File: src/rtl/rcas_multicycle.sv
// rcas_multicycle
// ---------------------------------------------------------------------------
// Multi-cycle ripple-carry adder/subtractor. A WIDTH-bit operation is
// processed SLICE bits per clock through one shared SLICE-bit adder. The
// carry between slices is held in a register. Signed-overflow and zero flags
// are produced alongside the result.
//
// Parameters
//   WIDTH     operand/result width; must be a multiple of SLICE
//   SLICE     bits processed per cycle (1..WIDTH)
//
// Ports
//   clk        in   single clock, rising-edge
//   rst_n      in   synchronous active-low reset
//   in_valid   in   operand beat present
//   in_ready   out  block can accept a beat (IDLE)
//   a, b       in   WIDTH-bit operands
//   sel        in   0 = add, 1 = subtract (b inverted)
//   c_in       in   carry into bit 0, used as-is
//   out_valid  out  result beat present (DONE)
//   out_ready  in   consumer accepts the result beat
//   result     out  WIDTH-bit sum/difference
//   c_out      out  carry out of bit WIDTH-1
//   overflow   out  two's-complement overflow
//   zero       out  result == 0
// ---------------------------------------------------------------------------
module rcas_multicycle #(
  parameter int WIDTH = 32,
  parameter int SLICE = 4
) (
  input  logic             clk,
  input  logic             rst_n,
  input  logic             in_valid,
  output logic             in_ready,
  input  logic [WIDTH-1:0] a,
  input  logic [WIDTH-1:0] b,
  input  logic             sel,
  input  logic             c_in,
  output logic             out_valid,
  input  logic             out_ready,
  output logic [WIDTH-1:0] result,
  output logic             c_out,
  output logic             overflow,
  output logic             zero
);

  localparam int NSLICE = WIDTH / SLICE;
  localparam int CW     = (NSLICE > 1) ? $clog2(NSLICE) : 1;

  localparam logic [1:0] S_IDLE = 2'd0;
  localparam logic [1:0] S_BUSY = 2'd1;
  localparam logic [1:0] S_DONE = 2'd2;

  localparam logic [CW-1:0]    LAST_SLICE = CW'(NSLICE - 1);
  localparam logic [WIDTH-1:0] SLICE_MASK = WIDTH'({SLICE{1'b1}});

  logic [1:0]       state_q, state_d;
  logic [CW-1:0]    cnt_q, cnt_d;
  logic             carry_q, carry_d;
  logic [WIDTH-1:0] a_q, a_d;
  logic [WIDTH-1:0] b_q, b_d;
  logic [WIDTH-1:0] acc_q, acc_d;
  logic [WIDTH-1:0] result_q, result_d;
  logic             c_out_q, c_out_d;
  logic             overflow_q, overflow_d;
  logic             zero_q, zero_d;

  int               shamt;
  logic [WIDTH-1:0] a_shift, b_shift;
  logic [SLICE-1:0] a_sl, b_sl;
  logic [SLICE:0]   slice_sum;
  logic [WIDTH-1:0] merged;

  // Shared slice datapath. acc_q is the working accumulator that is filled
  // slice by slice; the visible result register only changes when the last
  // slice lands, so outputs keep their last completed value while BUSY.
  always_comb begin
    shamt     = SLICE * int'(cnt_q);
    a_shift   = a_q >> shamt;
    b_shift   = b_q >> shamt;
    a_sl      = a_shift[SLICE-1:0];
    b_sl      = b_shift[SLICE-1:0];
    slice_sum = {1'b0, a_sl} + {1'b0, b_sl} + (SLICE+1)'(carry_q);
    merged    = (acc_q & ~(SLICE_MASK << shamt)) |
                (WIDTH'(slice_sum[SLICE-1:0]) << shamt);
  end

  // Next-state logic for the IDLE/BUSY/DONE sequencer and all registers.
  always_comb begin
    state_d    = state_q;
    cnt_d      = cnt_q;
    carry_d    = carry_q;
    a_d        = a_q;
    b_d        = b_q;
    acc_d      = acc_q;
    result_d   = result_q;
    c_out_d    = c_out_q;
    overflow_d = overflow_q;
    zero_d     = zero_q;
    case (state_q)
      S_IDLE: begin
        if (in_valid) begin
          a_d     = a;
          b_d     = b ^ {WIDTH{sel}};
          carry_d = c_in;
          cnt_d   = '0;
          state_d = S_BUSY;
        end
      end
      S_BUSY: begin
        acc_d   = merged;
        carry_d = slice_sum[SLICE];
        cnt_d   = cnt_q + 1'b1;
        if (cnt_q == LAST_SLICE) begin
          cnt_d      = '0;
          result_d   = merged;
          c_out_d    = slice_sum[SLICE];
          // b_q already holds the inverted operand when subtracting.
          overflow_d = (a_q[WIDTH-1] == b_q[WIDTH-1]) &&
                       (merged[WIDTH-1] != a_q[WIDTH-1]);
          zero_d     = (merged == '0);
          state_d    = S_DONE;
        end
      end
      S_DONE: begin
        if (out_ready) begin
          state_d = S_IDLE;
        end
      end
      default: begin
        state_d = S_IDLE;
      end
    endcase
  end

  // Register bank; reset wins over any handshake and drops in-flight work.
  always_ff @(posedge clk) begin
    if (!rst_n) begin
      state_q    <= S_IDLE;
      cnt_q      <= '0;
      carry_q    <= 1'b0;
      a_q        <= '0;
      b_q        <= '0;
      acc_q      <= '0;
      result_q   <= '0;
      c_out_q    <= 1'b0;
      overflow_q <= 1'b0;
      zero_q     <= 1'b0;
    end else begin
      state_q    <= state_d;
      cnt_q      <= cnt_d;
      carry_q    <= carry_d;
      a_q        <= a_d;
      b_q        <= b_d;
      acc_q      <= acc_d;
      result_q   <= result_d;
      c_out_q    <= c_out_d;
      overflow_q <= overflow_d;
      zero_q     <= zero_d;
    end
  end

  assign in_ready  = (state_q == S_IDLE);
  assign out_valid = (state_q == S_DONE);
  assign result    = result_q;
  assign c_out     = c_out_q;
  assign overflow  = overflow_q;
  assign zero      = zero_q;

endmodule

File: config.mk
export PLATFORM = sky130hd
export DESIGN_NAME = rcas_multicycle
export DESIGN_NICKNAME = d
export VERILOG_FILES = /design/src/rtl/rcas_multicycle.sv
export SDC_FILE = /design/constraint.sdc
export NUM_CORES = 1
export LEC_CHECK = 0
export CAP_MARGIN = 20
export CELL_PAD_IN_SITES_DETAIL_PLACEMENT = 1
export CELL_PAD_IN_SITES_GLOBAL_PLACEMENT = 1
export CORE_UTILIZATION = 41
export CTS_CLUSTER_SIZE = 24
export DETAILED_ROUTE_END_ITERATION = 12
export PLACE_DENSITY = 0.8
export SYNTH_ARGS = -nofsm -noshare
export SYNTH_HDL_FRONTEND = slang
export SYNTH_SLANG_ARGS = --single-unit
File: constraint.sdc
create_clock -name clk -period 4.5 [get_ports clk]
set_clock_uncertainty 0.15 [all_clocks]
set_input_delay 1.35 -clock clk [delete_from_list [all_inputs] [get_ports clk]]
set_output_delay 1.35 -clock clk [all_outputs]
set_load 0.05 [all_outputs]
### Word-level counts from Yosys, hierarchy flattened

Cells that the tools add are included.
Widths: inputs -> output; s select.

| word-level totals | value |
|---|---|
| bits in registers | 137 |
| input port bits | 70 |
| output and inout port bits | 37 |
| logic and storage cells | 46 |

| operators by class | value |
|---|---|
| add/sub/neg operators | 3 |
| eq/ne operators | 8 |
| shift operators | 4 |
| mux-type cells | 9 |
| bitwise gates (word level) | 4 |
| reductions and logical operators | 8 |

Operator list:

| cell | number |
|---|---|
| $shr 32x5->4 | 2 |
| $and 32x32->32 | 1 |
| $logic_not 32->1 | 1 |
| $not 32->32 | 1 |
| $or 32x32->32 | 1 |
| $shl 4x5->32 | 1 |
| $shl 4x5->32 const A | 1 |
| $xor 32x32->32 | 1 |
| $mux 2 | 3 |
| $mux 3 | 2 |
| $pmux 2 s3 | 1 |
| $pmux 3 s2 | 1 |
| $reduce_and 2->1 | 3 |
| $add 4x4->5 | 1 |
| $add 5x1->5 | 1 |
| $ne 2x2->1 const B | 2 |
| $add 3x1->3 const B | 1 |
| $eq 3x3->1 const B | 1 |
| $reduce_and 3->1 | 1 |
| $eq 2x1->1 const B | 1 |
| $eq 2x2->1 const B | 1 |
| $logic_not 2->1 | 1 |
| $ne 2x1->1 const B | 1 |
| $pmux 1 s2 | 1 |
| other kinds (5) | 5 |

### Longest topological paths before layout

Gate-level depths: netlist of run 1.

| depth | value |
|---|---|
| depth after elaboration | 7 |
| gate-level depth with buffers | 14 |
| gate-level depth less buffers | 11 |

### Least setup slack after synthesis of run 1

OpenSTA, ideal clock, no wires.

| path | value |
|---|---|
| path type | register to register |
| from | reg cnt_q[0] |
| to | reg zero_q (netlist: zero) |
| library setup time | 84 ps |
| arrival | 3466 ps |
| required time | 4266 ps |
| slack | 800 ps |
| stages on the path, launching flop included | 15 |
| buffers on the path | 3 |
| period minus slack after synthesis | 3700 ps |
| cell sequence | dfxtp_1 buf_6 buf_2 buf_2 mux4_2 nand2_1 nand2_1 fa_1 inv_1 fa_1 inv_1 a22oi_1 nand4_1 or4_4 o31ai_2 |

| on the way | value |
|---|---|
| word-level cells in the longest chain between the ends | 6 |
| elaborated cells on any way between the ends | 12 |
| classes of those cells | add/sub (2); eq/ne (1); shift (4); bitwise (3); reduce/logical (2) |

RTL lines:

| element | line | RTL |
|---|---|---|
| from (decl) | 58 | `logic [CW-1:0] cnt_q, cnt_d;` |
| from (signal assigned) | 151 | `cnt_q <= cnt_d;` |
| $shr 32x5->4 (on tied branches) | 79, 80 |  |
| $add 4x4->5 | 83 | `slice_sum = {1'b0, a_sl} + {1'b0, b_sl} + (SLICE+1)'(carry_q);` |
| $add 5x1->5 | 83 |  |
| $shl 4x5->32 | 85 | `(WIDTH'(slice_sum[SLICE-1:0]) << shamt);` |
| $or 32x32->32 | 84 | `merged = (acc_q & ~(SLICE_MASK << shamt)) \|` |
| $logic_not 32->1 | 121 | `zero_d = (merged == '0);` |
| to (signal assigned) | 159 | `zero_q <= zero_d;` |
| to (decl) | 66 | `logic zero_q, zero_d;` |

Several ways; a longest one is shown, not always the timed one.
A chain may end at the register's enable or synchronous reset.

### Final worst setup path of run 1

| path | value |
|---|---|
| from | reg cnt_q[1] |
| to | reg zero_q (netlist: zero) |

Same word-level chain as after synthesis.

==> reports/metrics.csv, run 1 <==
stage,metric,value,unit
floorplanning,row_count,45,
grt,grt_pass1_vias,5512,
grt,grt_pass1_wl,28800,um
power_and_ir_drop,p_total,0.00310,W
layout,final_layout_size_suffix_gt1_share,8.65,%
clocking,cts_root_buf,clkbuf_16,
synthesis,syn_avg_cell_area,9.25,um2
timing,hold_viol,0,
grt,grt.total_usage,23.0,%
floorplanning,die_x,127,um
timing,final.period_utilization,90.1,%
detailed_routing,dr.pass1.iters,5,
timing,slew_headroom,30.0,%
synthesis,syn_inst,691,
timing,fin_setup_tns,0,ps
detailed_routing,ant_nets,0,
clocking,insertion_delay,420,ps
floorplanning,io_pins,107,
floorplanning,die-area,16100,um2
synthesis,yosysUniqueCellTypes,49,
placed_design,post-dp-hpwl,12400,um
status,status,finished clean,
worst_hold_path,hp-class,flop to flop,
setup_path,path_class,flop to flop,
timing,rsz0062_at_grt,no,
timing,tightest_slew,1050,ps
layout,area_growth,26.3,%
setup_path,worst_setup_path_start_kind,flop,
setup_path,cp-end-kind,flop,
layout,nets,846,
setup_path,crit_fanout,23,
power_and_ir_drop,ir_worst_vdd,0.000273,V
detailed_routing,drt-initial-drc-count,471,
power_and_ir_drop,powerDensity,384,nW/um2
layout,post-route-util,53.1,%
placed_design,preCtsSetupSlack,522,ps
layout,fillers,1689,
timing,clock.fmax,0.247,GHz
detailed_routing,avgViaCountPerCell,5.59,
clocking,cts.sinks,134,
grt,grt_max_degree,92,
clocking,cts_resized,0,
detailed_routing,wl_per_cell,18.4,um
synthesis,ys_ff_latch,134,
setup_path,arrival,4210,ps
synthesis,syn-num-nets,772,
clocking,numCtsBuffers,17,
synthesis,synthArstFlopShare,0,%
timing,drv_slew,0,
clocking,cts_tree,built,
clocking,path_clk_slew,50,ps
floorplanning,fp.dieH,127,um
clocking,ctsLongestPathBuffers,2,
synthesis,seq_area_frac_synth,42.0,%
detailed_routing,drc,0,
layout,n_antenna_cell,0,
synthesis,synth_warnings,0,
floorplanning,initial_core_util,42.0,%
timing,min_period,4050,ps
placed_design,io_buffers,106,
clocking,htreeDepth,4,
synthesis,synth_area,6390,um2
run,drv_cap,0,
power_and_ir_drop,p_leak,3.57,nW
detailed_routing,routed_wl,17700,um
grt,antenna_found_initial,0,
setup_path,cp.required,4660,ps
timing,setup_viol_count_final,0,
floorplanning,core_area,15200,um2
synthesis,synth_ff_type,dfxtp_1,
timing,layout_setup_ws,446,ps
synthesis,synth_edf_count,0,
grt,overflow,0,
placed_design,gp_congestion,0.870,
detailed_routing,vias,5379,
clocking,holdBufCountCts,0,
clocking,postCtsSetupBuffers,0,
==> per-layer routing <==
| metal | GRT usage, % | share of wire [%] | vias to the layer above |
|---|---|---|---|
| met3 | 4.64 | 4.9 | 20 |
| li1 | - | - | 2589 |
| met2 | 39.0 | 50 | 150 |
| met4 | 7.56 | 1.2 | 0 |
| met1 | 29.3 | 44 | 2620 |
| met5 | 0 | 0 | - |
==> worst paths after layout <==
kind	slack, ps	startpoint	cells after the start	endpoint
min	320	a_q[24]	2	a_q[24]
min reg2reg	320	a_q[24]	2	a_q[24]
max	450	cnt_q[1]	11	zero
max reg2reg	450	cnt_q[1]	11	zero
==> cells in the final DEF (no fill, tap or decap), types with 7 or more instances in the layout <==
cell type	n
a21boi_0	40
a21oi_1	17
a22oi_1	17
a32oi_1	10
buf_4	11
clkbuf_16	17
clkdlybuf4s50_1	104
dfxtp_1	133
ha_1	9
inv_1	9
mux4_2	16
nand2_1	167
nand3_1	11
nor2_1	7
nor2b_1	13
o211a_1	66
o21ai_0	22
xnor2_1	34
==> cells by family after synthesis <==
logic type / Yosys count / share of synthesized area (%)
fa+ha+maj: 11 / 2.39
compound gates: 193 / 24.3
flops: 134 / 42.0
simple gates: 231 / 16.1
mux: 16 / 5.64
buf+inv: 72 / 4.99
xor+xnor: 34 / 4.66
==> cell usage after synthesis (4+ instances only) <==
cell type,instances,area (um2)
nand3_1,11,55.1
nor2b_1,14,87.6
a21oi_1,17,85.1
xnor2_1,34,298
a22oi_1,17,128
o21ai_0,22,110
nand4_1,4,25.0
clkbuf_1,44,165
buf_2,9,45.0
nor2_1,8,30.0
nand2b_1,4,25.0
o211a_1,66,661
a31oi_1,5,31.3
and2_1,6,37.5
mux4_2,16,360
nand2_1,167,627
buf_1,4,15.0
dfxtp_1,134,2680
inv_1,9,33.8
a32oi_1,10,87.6
ha_1,9,113
a21boi_0,40,300
==> registers in the layout (all words and copies together), names as in the netlist <==
register  flops
overflow      1
b_q          32
state_q       2
a_q          32
zero          1
carry_q       1
acc_q        29
cnt_q         3
result       32
c_out         1
==> power by group <==
group,leakage (nW),internal [W],switching [W]
Sequential,1.10,0.00125,0.0000530
Combinational,2.20,0.000212,0.000240
Clock,0.279,0.000862,0.000481
Total,3.57,0.00233,0.000774
==> final cells by class <==
cell class	instances	area (um2)	area share, %
Tap cell	188	235	2.91
Inverter	10	37.5	0.465
Clock buffer	25	495	6.14
Sequential cell	134	2680	33.3
Timing Repair Buffer	117	1150	14.2
Multi-Input combinational cell	485	3400	42.1
Clock inverter	4	70.1	0.868
==> critical path, stage by stage (launching register included) <==
cell and delay (ps):
dfxtp_1 1010, mux4_2 380, nand2_1 60, nand2_1 130, fa_1 240, inv_1 80, fa_1 400, xnor2_1 780
buf_4 290, a32oi_1 170, o2111ai_1 180, o31ai_2 70
==> per-stage QoR <==
step,cell area (um2),hold slack (ps),cells
2_1_floorplan,6390,290,691
3_3_place_gp,7500,304,934
3_5_place_dp,7500,316,934
4_1_cts,8070,323,963
5_1_grt,8070,346,963
6_report,8070,318,963
No activity file was read; power rests on OpenSTA's default activity.
==> inputs of run 2 (changes only) <==
--- a/config.mk
+++ b/config.mk
@@ -8,10 +8,10 @@
 export CAP_MARGIN = 20
 export CELL_PAD_IN_SITES_DETAIL_PLACEMENT = 1
 export CELL_PAD_IN_SITES_GLOBAL_PLACEMENT = 1
-export CORE_UTILIZATION = 41
+export CORE_UTILIZATION = 44
 export CTS_CLUSTER_SIZE = 24
 export DETAILED_ROUTE_END_ITERATION = 12
-export PLACE_DENSITY = 0.8
+export PLACE_DENSITY = 0.85
 export SYNTH_ARGS = -nofsm -noshare
 export SYNTH_HDL_FRONTEND = slang
 export SYNTH_SLANG_ARGS = --single-unit
==> constraint.sdc (replaced) <==
create_clock -name clk -period 5.23 [get_ports clk]
set_clock_uncertainty 0.15 [all_clocks]
set_input_delay 1.569 -clock clk [delete_from_list [all_inputs] [get_ports clk]]
set_output_delay 1.569 -clock clk [all_outputs]
set_load 0.05 [all_outputs]
==> run 2 against run 1 <==
First-iteration DRC count shrank 19%. Total power shrank 10%. Die area shrank 6.7%. Cell count shrank 0.73%. Sequential share of layout area shrank 0.12 points. Routed wire length grew 2.4%. Critical path depth grew 1. Sequential power shrank 14%. Register-to-register slack gained 690 ps. Fmax shrank 0.98%. Non-clock buffer count shrank 2. Flip-flop and latch count is the same.
==> reports/metrics.csv, run 2 (same netlist as run 1, synthesis figures left out) <==
stage,metric,value,unit,change
power_and_ir_drop,pwr-share-clk,46.0,%,+2.7 points
clocking,numCtsBuffers,17,,unchanged
timing,layout_setup_ws,1140,ps,+690 ps
clocking,holdBufCountCts,0,,unchanged
power_and_ir_drop,p_leak,3.58,nW,+0.34%
run,drv_cap,0,,unchanged
clocking,cts_tree,built,,
clocking,cts_resized,0,,unchanged
power_and_ir_drop,powerDensity,345,nW/um2,-10%
timing,fin_hold_ws,315,ps,-2.59 ps
detailed_routing,vias,5442,,+1.2%
layout,n_antenna_cell,0,,unchanged
placed_design,preCtsSetupSlack,1080,ps,+561 ps
placed_design,post-dp-hpwl,12300,um,-0.97%
grt,grt_pass1_wl,29600,um,+2.7%
setup_path,crit_fanout,31,,+35%
layout,nets,844,,-0.24%
timing,rsz0062_at_grt,no,,
setup_path,crit_buf_inv,2,,unchanged
timing,min_period,4090,ps,+39.9 ps
timing,drv_slew,0,,unchanged
setup_path,path_class,flop to flop,,
clocking,htreeDepth,4,,unchanged
layout,layout_common_cells,"nand2_1, dfxtp_1, clkdlybuf4s50_1",,
setup_path,arrival,4290,ps,+80 ps
detailed_routing,routed_wl,18200,um,+2.4%
power_and_ir_drop,p_int,0.00208,W,-11%
timing,fin_setup_tns,0,ps,unchanged
layout,area_growth,26.8,%,
timing,clock.fmax,0.244,GHz,-0.98%
placed_design,io_buffers,106,,unchanged
detailed_routing,drc,0,,unchanged
layout,layout_commonest_cell,nand2_1,,
detailed_routing,avgViaCountPerCell,5.69,,+1.9%
detailed_routing,drt-initial-drc-count,381,,-19%
clocking,path_clk_slew,60,ps,about the same
floorplanning,die_x,123,um,-3.4%
clocking,insertion_delay,420,ps,about the same
detailed_routing,dr.pass1.iters,6,,+1
timing,final.period_utilization,78.3,%,-12 points
clocking,postCtsSetupBuffers,0,,unchanged
detailed_routing,ant_nets,0,,unchanged
detailed_routing,wl_per_cell,19.0,um,+3.2%
setup_path,cp-startpoint,cnt_q[0],,
floorplanning,initial_core_util,45.5,%,+3.5 points
timing,hold_viol,0,,unchanged
setup_path,cp-end-kind,flop,,
grt,grt_pass1_vias,5727,,+3.9%
setup_path,crit_family,flip-flops,,
setup_path,r2r_start,cnt_q[0],,
power_and_ir_drop,p_sw,0.000712,W,-8.1%
grt,overflow,0,,unchanged
setup_path,worst_path_largest_cell_delay,930,ps,-80 ps
setup_path,worst_setup_path_start_kind,flop,,
floorplanning,die-area,15000,um2,-6.7%
floorplanning,fp.dieH,123,um,-3.4%
clocking,ctsLongestPathBuffers,2,,unchanged
setup_path,cp.required,5420,ps,+760 ps
clocking,cts_root_buf,clkbuf_16,,
grt,antenna_found_initial,0,,unchanged
setup_path,crit_chain,mux4_2 -> nand2_1 -> nand2_1 -> fa_1 -> inv_1 -> fa_1 -> xnor2_1 -> buf_4 -> a222oi_1 -> nand4_1 -> or3_1 -> o31ai_2,,
power_and_ir_drop,swShare,25.5,%,+0.54 points
worst_hold_path,hp-class,flop to flop,,
grt,grt_max_degree,98,,+6.5%
setup_path,critical_path.slowest_cell,dfxtp_2,,
placed_design,gp_congestion,0.893,,+2.6%
power_and_ir_drop,combPwrFrac,13.7,%,-0.9 points
floorplanning,io_pins,107,,unchanged
layout,final_layout_size_suffix_gt1_share,9.15,%,+0.50 points
worst_hold_path,worstHoldStart,a_q[24],,
floorplanning,row_count,43,,-4.4%
clocking,cts.sinks,134,,unchanged
power_and_ir_drop,ir_worst_vdd,0.000251,V,-7.9%
status,status,finished clean,,
timing,slew_headroom,34.6,%,+4.6 points
timing,tightest_slew,980,ps,-69.4 ps
grt,grt.total_usage,25.8,%,+2.8 points
power_and_ir_drop,seqPwrFrac,40.3,%,-1.8 points
timing,setup_viol_count_final,0,,unchanged
floorplanning,core_area,14000,um2,-7.6%
[run 2: path summary, 6_finish.rpt]
kind	endpoint	slack (ps)	cells past startpoint
max	zero	1140	12
min	a_q[24]	320	2
max reg2reg	zero	1140	12
min reg2reg	a_q[24]	320	2
[run 2: per-stage QoR]
step	instance area [um2]	power, W	util [%]	cells
2_1_floorplan	6390	0.00138	-	691
3_3_place_gp	7460	0.00150	53.1	923
3_5_place_dp	7460	0.00152	53.1	923
4_1_cts	8090	0.00280	57.6	955
5_1_grt	8100	0.00290	57.7	956
6_report	8100	0.00279	57.7	956
[run 2: tightest hold or removal path, stage by stage, from the launching register on]
cell	delay, ps
dfxtp_1	300
nand2_1	40
a21boi_0	60
[run 2: power by group through the flow]
stage | sequential, W | clock, W | combinational, W
3_3_place_gp | 0.00114 | 0 | 0.000359
5_1_grt | 0.00113 | 0.00135 | 0.000418
6_report | 0.00113 | 0.00128 | 0.000383
4_1_cts | 0.00112 | 0.00129 | 0.000382
2_1_floorplan | 0.00112 | 0 | 0.000262
3_5_place_dp | 0.00114 | 0 | 0.000377
[run 2: final cells by class]
type	count	area [um2]
fill	1538	5940
multi-input combinational	485	3400
sequential	134	2680
timing repair buffer	115	1120
clock buffer	20	457
tap	180	225
clock inverter	12	176
inverter	10	37.5
[run 2: metal layers]
layer	wire length [um]	GRT usage [%]	vias to the layer above	part of all wire [%]
met5	0	0	-	0
met4	216	7.85	0	1.2
met3	855	6.88	27	4.7
met2	8630	41.7	137	47
met1	8470	33.5	2691	47
li1	-	-	2587	-
==> inputs of run 3 (changes only) <==
--- a/config.mk
+++ b/config.mk
@@ -8,10 +8,10 @@
 export CAP_MARGIN = 20
 export CELL_PAD_IN_SITES_DETAIL_PLACEMENT = 1
 export CELL_PAD_IN_SITES_GLOBAL_PLACEMENT = 1
-export CORE_UTILIZATION = 44
+export CORE_UTILIZATION = 41
 export CTS_CLUSTER_SIZE = 24
 export DETAILED_ROUTE_END_ITERATION = 12
-export PLACE_DENSITY = 0.85
+export PLACE_DENSITY = 0.8
 export SYNTH_ARGS = -nofsm -noshare
 export SYNTH_HDL_FRONTEND = slang
 export SYNTH_SLANG_ARGS = --single-unit
==> constraint.sdc (replaced) <==
create_clock -name clk -period 4.1 [get_ports clk]
set_clock_uncertainty 0.15 [all_clocks]
set_input_delay 1.23 -clock clk [delete_from_list [all_inputs] [get_ports clk]]
set_output_delay 1.23 -clock clk [all_outputs]
set_load 0.05 [all_outputs]
==> run 3 against run 2 <==
Routed wire length down 3.9%. Hold slack better by 5.8 ps. Via count about the same. Sequential power up 27%.
==> reports/metrics.csv, run 3 (same netlist as run 1, synthesis figures left out) <==
stage,metric,value,unit,change
clocking,cts_tree,built,,
power_and_ir_drop,ir_worst_vdd,0.000277,V,+10%
power_and_ir_drop,swShare,26.1,%,+0.60 points
layout,final_layout_size_suffix_gt1_share,9.49,%,+0.34 points
layout,layout_commonest_cell,nand2_1,,
grt,grt.total_usage,22.8,%,-2.9 points
clocking,path_clk_slew,60,ps,about the same
grt,grt_pass1_vias,5574,,-2.7%
timing,slew_headroom,40.2,%,+5.6 points
timing,rsz0062_at_grt,no,,
placed_design,gp_congestion,0.894,,+0.15%
floorplanning,row_count,45,,+4.7%
timing,fin_setup_tns,0,ps,unchanged
placed_design,placed_area,7530,um2,+0.91%
setup_path,path_class,flop to flop,,
grt,grt_pass1_wl,28600,um,-3.3%
setup_path,cp-end-kind,flop,,
clocking,holdBufCountCts,0,,unchanged
status,status,finished clean,,
timing,final.period_utilization,92.7,%,+14 points
timing,setup_viol_count_final,0,,unchanged
timing,fin_hold_ws,321,ps,+5.77 ps
detailed_routing,routed_wl,17500,um,-3.9%
placed_design,io_buffers,106,,unchanged
setup_path,crit_buf_inv,2,,unchanged
layout,n_antenna_cell,0,,unchanged
floorplanning,die_x,127,um,+3.5%
setup_path,crit_chain,mux4_2 -> nand2_1 -> nand2_1 -> fa_1 -> inv_1 -> fa_1 -> inv_1 -> a22oi_1 -> nand4_1 -> or4_4 -> o31ai_2,,
detailed_routing,drt-initial-drc-count,341,,-10%
power_and_ir_drop,seqPwrFrac,42.6,%,+2.3 points
clocking,postCtsSetupBuffers,0,,unchanged
layout,area_growth,26.4,%,
floorplanning,core_area,15200,um2,+8.3%
layout,fillers,1710,,+11%
timing,hold_viol,0,,unchanged
floorplanning,io_pins,107,,unchanged
setup_path,cp.required,4290,ps,-1130 ps
grt,antenna_found_initial,0,,unchanged
placed_design,numPlacedInstances,937,,+1.5%
clocking,insertion_delay,420,ps,about the same
layout,nets,849,,+0.59%
detailed_routing,ant_nets,0,,unchanged
setup_path,worst_path_largest_cell_delay,910,ps,-20 ps
worst_hold_path,hp-class,flop to flop,,
floorplanning,die-area,16100,um2,+7.2%
power_and_ir_drop,powerDensity,415,nW/um2,+21%
detailed_routing,wl_per_cell,18.0,um,-5.1%
clocking,cts_root_buf,clkbuf_16,,
clocking,cts_resized,0,,unchanged
layout,layout_common_cells,"nand2_1, dfxtp_1, clkdlybuf4s50_1",,
setup_path,worst_setup_path_start_kind,flop,,
placed_design,post-dp-hpwl,12200,um,-0.27%
clocking,cts.sinks,134,,unchanged
setup_path,crit_fanout,18,,-42%
power_and_ir_drop,p_leak,3.58,nW,-0.23%
setup_path,critical_path.slowest_cell,dfxtp_1,,
timing,drv_slew,0,,unchanged
setup_path,crit_family,flip-flops,,
clocking,ctsLongestPathBuffers,2,,unchanged
power_and_ir_drop,p_sw,0.000876,W,+23%
power_and_ir_drop,pwr-share-clk,42.6,%,-3.4 points
floorplanning,fp.dieH,127,um,+3.5%
power_and_ir_drop,combPwrFrac,14.8,%,+1.1 points
detailed_routing,vias,5441,,-0.018%
grt,overflow,0,,unchanged
layout,final_cells,968,,+1.3%
setup_path,arrival,3990,ps,-300 ps
floorplanning,initial_core_util,42.0,%,-3.5 points
clocking,numCtsBuffers,17,,unchanged
grt,grt_max_degree,69,,-30%
detailed_routing,drc,0,,unchanged
detailed_routing,avgViaCountPerCell,5.62,,-1.3%
timing,clock.fmax,0.263,GHz,+7.7%
power_and_ir_drop,p_int,0.00248,W,+19%
detailed_routing,dr.pass1.iters,5,,-1
run,drv_cap,0,,unchanged
timing,min_period,3800,ps,-292 ps
clocking,htreeDepth,4,,unchanged
layout,final_area,8080,um2,-0.26%
timing,tightest_slew,896,ps,-84.2 ps
[run 3: changes by cell type in the layout (fill, tap and decap cells not counted), sizes merged]
cell / change
clkbuf: +2
clkinv: -1
buf: +5
clkinvlp: +1
bufinv: -3
[run 3: worst paths after layout]
kind / from / endpoint / slack, ps / depth (start not counted)
max: cnt_q[1] / zero / 300 / 11
min reg2reg: a_q[10] / a_q[10] / 320 / 2
min: a_q[10] / a_q[10] / 320 / 2
max reg2reg: cnt_q[1] / zero / 300 / 11
[run 3: final cells by class]
| class | instances | area [um2] | area share (%) |
|---|---|---|---|
| Timing Repair Buffer | 120 | 1170 | 14.5 |
| Clock inverter | 9 | 77.6 | 0.960 |
| Tap cell | 188 | 235 | 2.91 |
| Multi-Input combinational cell | 485 | 3400 | 42.1 |
| Inverter | 10 | 37.5 | 0.465 |
| Sequential cell | 134 | 2680 | 33.2 |
| Clock buffer | 22 | 474 | 5.87 |
[run 3: worst min-delay path: stages, from the launching register on]
cell and delay (ps):
dfxtp_1 310, nand2_1 50, a21boi_0 70
[run 3: layer usage]
layer  share of wire, %  up-vias  wire length (um)  track usage, %
met1                 45     2684              7830            29.0
met2                 49      136              8500            37.9
met4                1.8        0               311            8.40
met3                4.6       28               809            5.31
met5                  0        -                 0               0
li1                   -     2593                 -               -
[run 3: power by group through the flow]
| stage | sequential [W] | clock (W) | combinational, W |
|---|---|---|---|
| finish | 0.00143 | 0.00143 | 0.000497 |
| floorplan | 0.00143 | 0 | 0.000335 |
| global placement | 0.00145 | 0 | 0.000472 |
| CTS | 0.00143 | 0.00145 | 0.000497 |
| detailed placement | 0.00146 | 0 | 0.000491 |
| global route | 0.00144 | 0.00151 | 0.000544 |
[run 3: stage by stage]
step | total power (W) | util [%] | worst slack [ps]
2_1_floorplan | 0.00176 | - | 400
3_3_place_gp | 0.00193 | 49.5 | 517
3_5_place_dp | 0.00195 | 49.5 | 356
4_1_cts | 0.00338 | 53.1 | 296
5_1_grt | 0.00349 | 53.1 | 116
6_report | 0.00336 | 53.1 | 298
